`src/rtl/alu_pkg.sv`:
```
// alu_pkg: definitions shared by the ALU logic blocks.
//   - OP_AND / OP_OR / OP_XOR / OP_NAND : 2-bit bitwise opcode encoding
//   - state_t                           : serial unit FSM state encoding
//   - ALU_W                             : default datapath width
package alu_pkg;

  localparam int ALU_W = 16;

  localparam logic [1:0] OP_AND  = 2'b00;
  localparam logic [1:0] OP_OR   = 2'b01;
  localparam logic [1:0] OP_XOR  = 2'b10;
  localparam logic [1:0] OP_NAND = 2'b11;

  typedef enum logic [1:0] {
    IDLE = 2'b00,
    RUN  = 2'b01,
    DONE = 2'b10
  } state_t;

endpackage

```
`src/rtl/logic_bit_cell.sv`:
```
// logic_bit_cell: one-bit bitwise function y = f(op, a_bit, b_bit).
// Purely combinational; also used by the parallel gates when built bitwise.
// Ports:
//   op    in  2  opcode (AND, OR, XOR, NAND)
//   a_bit in  1  operand A bit
//   b_bit in  1  operand B bit
//   y     out 1  result bit
module logic_bit_cell
  import alu_pkg::*;
(
  input  logic [1:0] op,
  input  logic       a_bit,
  input  logic       b_bit,
  output logic       y
);

  // All four codes are defined, so the default arm is never taken.
  always_comb begin
    y = 1'b0;
    case (op)
      OP_AND:  y = a_bit & b_bit;
      OP_OR:   y = a_bit | b_bit;
      OP_XOR:  y = a_bit ^ b_bit;
      OP_NAND: y = ~(a_bit & b_bit);
      default: y = 1'b0;
    endcase
  end

endmodule

```
`src/rtl/serial_logic_unit.sv`:
```
// serial_logic_unit: bit-serial bitwise logic unit (AND/OR/XOR/NAND).
// Accepts operands, produces one result bit per clock LSB first, then
// presents the full result word with a zero flag.
// Ports:
//   clk, rst   clock (rising edge), asynchronous active-high reset
//   in_valid   in   operand/opcode offer
//   in_ready   out  unit can accept operands (IDLE)
//   a, b       in   operands (size bits), sampled only at acceptance
//   op         in   2-bit opcode
//   out_valid  out  result available (DONE)
//   out_ready  in   consumer takes result
//   r          out  result word
//   zero       out  r == 0, valid only while out_valid
//   busy       out  high in RUN or DONE
//
// Handshake: a transfer happens on a rising edge where valid and ready are
// both high. in_ready/out_valid are registered and depend only on state;
// the producer may hold or drop valid at will, and valid offered while the
// unit is not ready is simply ignored (no queuing, no error).
module serial_logic_unit
  import alu_pkg::*;
#(
  parameter int size = ALU_W
) (
  input  logic            clk,
  input  logic            rst,
  input  logic            in_valid,
  output logic            in_ready,
  input  logic [size-1:0] a,
  input  logic [size-1:0] b,
  input  logic [1:0]      op,
  output logic            out_valid,
  input  logic            out_ready,
  output logic [size-1:0] r,
  output logic            zero,
  output logic            busy
);

  localparam int CNT_W = $clog2(size);
  localparam logic [CNT_W-1:0] CNT_LAST = CNT_W'(size - 1);

  // FSM state kept as a named register so checkers can bind to it.
  state_t            state;
  logic [CNT_W-1:0]  cnt;
  logic [size-1:0]   a_q;
  logic [size-1:0]   b_q;
  logic [1:0]        op_q;

  logic              res_bit;
  logic [size-1:0]   r_next;

  logic_bit_cell u_cell (
    .op    (op_q),
    .a_bit (a_q[cnt]),
    .b_bit (b_q[cnt]),
    .y     (res_bit)
  );

  // Right shift with the new bit entering at the MSB: after size shifts the
  // bit produced for index i has travelled down to position i.
  assign r_next = {res_bit, r[size-1:1]};

  always_ff @(posedge clk or posedge rst) begin
    if (rst) begin
      state     <= IDLE;
      cnt       <= '0;
      a_q       <= '0;
      b_q       <= '0;
      op_q      <= '0;
      r         <= '0;
      zero      <= 1'b0;
      out_valid <= 1'b0;
      busy      <= 1'b0;
      in_ready  <= 1'b1;
    end else begin
      case (state)
        IDLE: begin
          if (in_valid) begin
            a_q      <= a;
            b_q      <= b;
            op_q     <= op;
            cnt      <= '0;
            state    <= RUN;
            in_ready <= 1'b0;
            busy     <= 1'b1;
          end
        end
        RUN: begin
          r <= r_next;
          if (cnt == CNT_LAST) begin
            cnt       <= '0;
            state     <= DONE;
            out_valid <= 1'b1;
            // Flag from the completed word, not the partially shifted one.
            zero      <= (r_next == '0);
          end else begin
            cnt <= cnt + CNT_W'(1);
          end
        end
        DONE: begin
          if (out_ready) begin
            state     <= IDLE;
            out_valid <= 1'b0;
            zero      <= 1'b0;
            busy      <= 1'b0;
            in_ready  <= 1'b1;
          end
        end
        default: begin
          state <= IDLE;
        end
      endcase
    end
  end

endmodule

```
`config.mk`:
```
export PLATFORM = sky130hd
export DESIGN_NAME = serial_logic_unit
export DESIGN_NICKNAME = d
export VERILOG_FILES = /design/src/rtl/alu_pkg.sv /design/src/rtl/logic_bit_cell.sv /design/src/rtl/serial_logic_unit.sv
export SDC_FILE = /design/constraint.sdc
export NUM_CORES = 1
export LEC_CHECK = 0
export CORE_ASPECT_RATIO = 2
export CORE_MARGIN = 5
export CORE_UTILIZATION = 46
export CTS_CLUSTER_DIAMETER = 120
export CTS_CLUSTER_SIZE = 28
export DETAILED_ROUTE_END_ITERATION = 6
export PLACE_DENSITY = 0.82
export RECOVER_POWER = 100
export SLEW_MARGIN = 20
export SYNTH_ARGS = -nofsm -noshare
export SYNTH_HDL_FRONTEND = slang
export SYNTH_SLANG_ARGS = --single-unit
```
`constraint.sdc`:
```
create_clock -name clk -period 2.68 [get_ports clk]
set_clock_uncertainty 0.05 [all_clocks]
set_input_delay 0.67 -clock clk [delete_from_list [all_inputs] [get_ports clk]]
set_output_delay 0.67 -clock clk [all_outputs]
set_load 0.02 [all_outputs]
```
==> impl_summary.log <==
INFO  metric clock_sinks = 60
INFO  metric timing_hold_violations_final = 0
INFO  metric yosysUniqueCellTypes = 33
INFO  metric worst_hold_path_type = register to register
INFO  metric number_of_antenna_violations_at_the_first_check_in_global_routing = 0
INFO  metric commonest_cells_after_routing_fill_and_taps_aside = 163 x sky130_fd_sc_hd__nand2_1, 59 x sky130_fd_sc_hd__dfrtp_1, 35 x sky130_fd_sc_hd__clkdlybuf4s50_1
INFO  metric initial_utilization = 47.6%
INFO  metric drv.max_cap_violation_count = 0
INFO  metric place.gp.congestion = 0.854
INFO  metric critPathArrivalTime = 2670 ps
INFO  metric die-height = 119 um
INFO  metric post-synth-top-area-fraction = 54.4%
INFO  metric placement_rows = 39
INFO  metric cp_num_buf_inv = 1
INFO  metric dpl_cell_area = 0.00338 mm^2
INFO  metric netlist_area = 0.00272 mm^2
INFO  metric postRouteAntennaNets = 0
INFO  metric setup_repair_after_global_routing_missed_its_margin = false
INFO  metric dieWidth = 64.3 um
INFO  metric finalSetupViolCount = 0
INFO  metric clk_pin_slew = 50 ps
INFO  metric synth_xor_xnor_area_share = 0%
INFO  metric dp_slack = 240 ps
INFO  metric ys_ff_latch = 60
INFO  metric design.core.area = 0.00571 mm^2
INFO  metric worstSkewPairLatency = 320 ps
INFO  metric final_min_period_over_clock_period = 91.5%
INFO  metric end_kind = register
INFO  metric critPathTopFamily = compound AO/OA/AOI/OAI gates
INFO  metric post_cts.repair.setup_buffers = 0
INFO  metric detail_route.wirelength = 6050 um
INFO  metric p_leak = 1.84 nW
INFO  metric cts_tree = yes
INFO  metric cts_hold_repair.buffers = 0
INFO  metric achievable-frequency = 0.408 GHz
INFO  metric synth_mux_area_share = 6.26%
INFO  metric ir_drop = 1.14 mV
INFO  metric cts.root.buffer_cell = sky130_fd_sc_hd__clkbuf_16
INFO  metric synth-warning-count = 0
INFO  metric max_slew_margin = 37.7%
INFO  metric port-buffer-count = 57
INFO  metric drt-initial-drc-count = 113
INFO  metric main_combinational_cell_family_by_area_after_synthesis = simple AND/OR/NAND/NOR gates
INFO  metric area.growth.synth_to_final = 35.4%
INFO  metric worst_slew_pin_slew = 932 ps
INFO  metric p_per_area = 1260 mW/mm^2
INFO  metric layout.cells.most_common = sky130_fd_sc_hd__nand2_1
INFO  metric wire_length_of_the_first_global_routing_pass = 9980 um
INFO  metric worstSetupPathType = register to register
INFO  metric overflow = 0
INFO  metric drc = 0
INFO  metric finalHoldWorstSlack = 423 ps
INFO  metric io_pins = 58
INFO  metric grt_pass1_vias = 2159
INFO  metric ctsLongestPathBuffers = 2
INFO  metric synth-simple-area-share = 27.5%
INFO  metric min_period = 2450 ps
INFO  metric overall_fraction_of_global_route_tracks_in_use = 16.9%
INFO  metric fillCellCount = 460
INFO  metric critical_path.max_stage_delay = 500 ps
INFO  metric worstReg2RegStart = cnt[0]
INFO  metric final_design_area_no_fill = 0.00368 mm^2
INFO  metric worst_r2r_endpoint = zero
INFO  metric worst_setup_path_endpoint = zero
INFO  metric sequence_of_cells_on_the_critical_path = buf_12 -> mux4_2 -> a22oi_1 -> and2_1 -> ha_1 -> nor2_1 -> a21oi_1 -> a2111oi_2 -> a31o_1
INFO  metric layout_setup_ws = 227 ps
INFO  metric h-tree-depth = 3
INFO  metric synthesis.nets = 338
INFO  metric final_layout_setup_total_negative_slack = 0 ps
INFO  metric floorplan.die_area = 0.00763 mm^2
INFO  metric vias = 2233
INFO  metric syn_inst = 297
INFO  metric worstSetupStartpointType = register
INFO  metric postSynthAreaPerCell = 9.15 um^2
INFO  metric largest_net_degree_at_the_start_of_global_routing = 38
INFO  metric insertedDiodeCount = 0
INFO  metric finalMaxSlewViolations = 0
INFO  metric synth_area_leaders = sky130_fd_sc_hd__dfrtp_1 54%, sky130_fd_sc_hd__nand2_1 23%, sky130_fd_sc_hd__mux4_2 3.3%, sky130_fd_sc_hd__mux2i_1 2.9%, sky130_fd_sc_hd__a221oi_2 2.2%
INFO  metric post_synth_fa_ha_maj_area_fraction = 1.38%
INFO  metric run_status = complete, no violations
INFO  metric timing.critical_path.from = cnt[0]
INFO  metric dp_hpwl = 4550 um
INFO  metric worstSetupPathDepth = 9
INFO  metric path_max_fanout = 16
INFO  metric cp.required = 2900 ps
INFO  metric reg2reg_setup_slack = 230 ps
INFO  metric synth_largest_area_cell = sky130_fd_sc_hd__dfrtp_1
INFO  metric detail_route.wl_per_cell = 14.2 um
INFO  metric yosysSeqAreaShare = 55.3%
INFO  metric critical_path_slowest_stage_cell = sky130_fd_sc_hd__mux4_2
INFO  metric worst_r2r_path_depth = 9
INFO  metric cts-resized-gates = 0
INFO  metric design_power_total = 0.00464 W
INFO  metric drt-vias-per-instance = 5.23
INFO  metric layout-drive-gt1-share = 9.02%
INFO  metric cts_made_buffers = 9
INFO  metric final_nets = 402
INFO  metric detail_route.first_pass.iterations = 4
INFO  metric synth_compound_area_share = 6.31%
worst min path at each step:
stage | from | endpoint | slack, ps | depth (start not counted)
3_5_place_dp | a_q[2] | a_q[2] | 410 | 2
3_3_place_gp | in_ready | in_ready | 400 | 2
5_1_grt | in_ready | in_ready | 450 | 2
6_report | in_ready | in_ready | 420 | 2
2_1_floorplan | a_q[10] | a_q[10] | 390 | 2
4_1_cts | a_q[2] | a_q[2] | 420 | 2
kinds of logic after synthesis:
kind of cell | count (synthesis)
DFF | 60
buffers and inverters | 15
AOI/OAI and AO/OA | 21
adders and majority gates | 3
muxes | 12
and+or+nand+nor | 186
flip-flops by register name, summed over array words and instances (netlist names):
name	cells
state	2
zero	1
out_valid	1
op_q	2
cnt	4
b_q	16
a_q	16
busy	1
in_ready	1
r	16
report_power, final:
part	internal (W)	switching [W]
clock	0.000902	0.000387
combinational	0.000761	0.000955
sequential	0.00131	0.000326
total	0.00297	0.00167
layer usage:
| layer | GRT usage (%) | vias to the layer above | part of all wire, % |
|---|---|---|---|
| met1 | 18.3 | 1078 | 36 |
| met2 | 28.9 | 51 | 56 |
| met3 | 3.89 | 13 | 4.4 |
| met5 | 0 | - | 0 |
| met4 | 9.81 | 0 | 2.7 |
| li1 | - | 1091 | - |
synthesized netlist by cell type:
cell                        number
sky130_fd_sc_hd__dfstp_2         1
sky130_fd_sc_hd__inv_1           2
sky130_fd_sc_hd__nor4_1          3
sky130_fd_sc_hd__buf_6           1
sky130_fd_sc_hd__nand2_1       163
sky130_fd_sc_hd__nand4_1         1
sky130_fd_sc_hd__o21ai_0         6
sky130_fd_sc_hd__ha_1            3
sky130_fd_sc_hd__mux4_2          4
sky130_fd_sc_hd__a22o_1          1
sky130_fd_sc_hd__nand3b_1        1
sky130_fd_sc_hd__or2_1           1
sky130_fd_sc_hd__nor2b_1         2
sky130_fd_sc_hd__nor3b_2         1
sky130_fd_sc_hd__a31o_1          1
sky130_fd_sc_hd__a221oi_2        4
sky130_fd_sc_hd__mux2i_1         8
sky130_fd_sc_hd__clkbuf_1        5
sky130_fd_sc_hd__o22ai_1         1
sky130_fd_sc_hd__and3_2          1
sky130_fd_sc_hd__o21ai_1         2
sky130_fd_sc_hd__nand2b_1        2
sky130_fd_sc_hd__a211oi_1        1
sky130_fd_sc_hd__a21oi_1         2
sky130_fd_sc_hd__nor2_1          6
sky130_fd_sc_hd__buf_2           6
sky130_fd_sc_hd__a2111oi_2       1
sky130_fd_sc_hd__nor3_1          1
sky130_fd_sc_hd__and2_1          3
sky130_fd_sc_hd__a22oi_1         2
sky130_fd_sc_hd__nand3_1         1
sky130_fd_sc_hd__dfrtp_1        59
sky130_fd_sc_hd__buf_12          1
worst register-to-register path: stages, from the launching register on:
cell	delay, ps
sky130_fd_sc_hd__dfrtp_1	370
sky130_fd_sc_hd__buf_12	170
sky130_fd_sc_hd__mux4_2	510
sky130_fd_sc_hd__a22oi_1	230
sky130_fd_sc_hd__and2_1	170
sky130_fd_sc_hd__ha_1	240
sky130_fd_sc_hd__nor2_1	90
sky130_fd_sc_hd__a21oi_1	70
sky130_fd_sc_hd__a2111oi_2	370
sky130_fd_sc_hd__a31o_1	140
cell type report:
cell class | count | area [um^2] | share of cell area (%)
Tap cell | 61 | 76.3 | 2.08
Sequential cell | 60 | 1500 | 40.9
Clock inverter | 7 | 115 | 3.13
Clock buffer | 9 | 225 | 6.12
Timing Repair Buffer | 66 | 629 | 17.1
Multi-Input combinational cell | 222 | 1120 | 30.5
Inverter | 2 | 7.51 | 0.204
stage by stage:
| step | utilization, % | cells |
|---|---|---|
| finish | 64.4 | 427 |
| global route | 64.4 | 427 |
| CTS | 65.2 | 427 |
| detailed placement | 59.2 | 411 |
| global placement | 59.2 | 411 |
| floorplan | - | 297 |
Power figures use the tool's default switching activity.
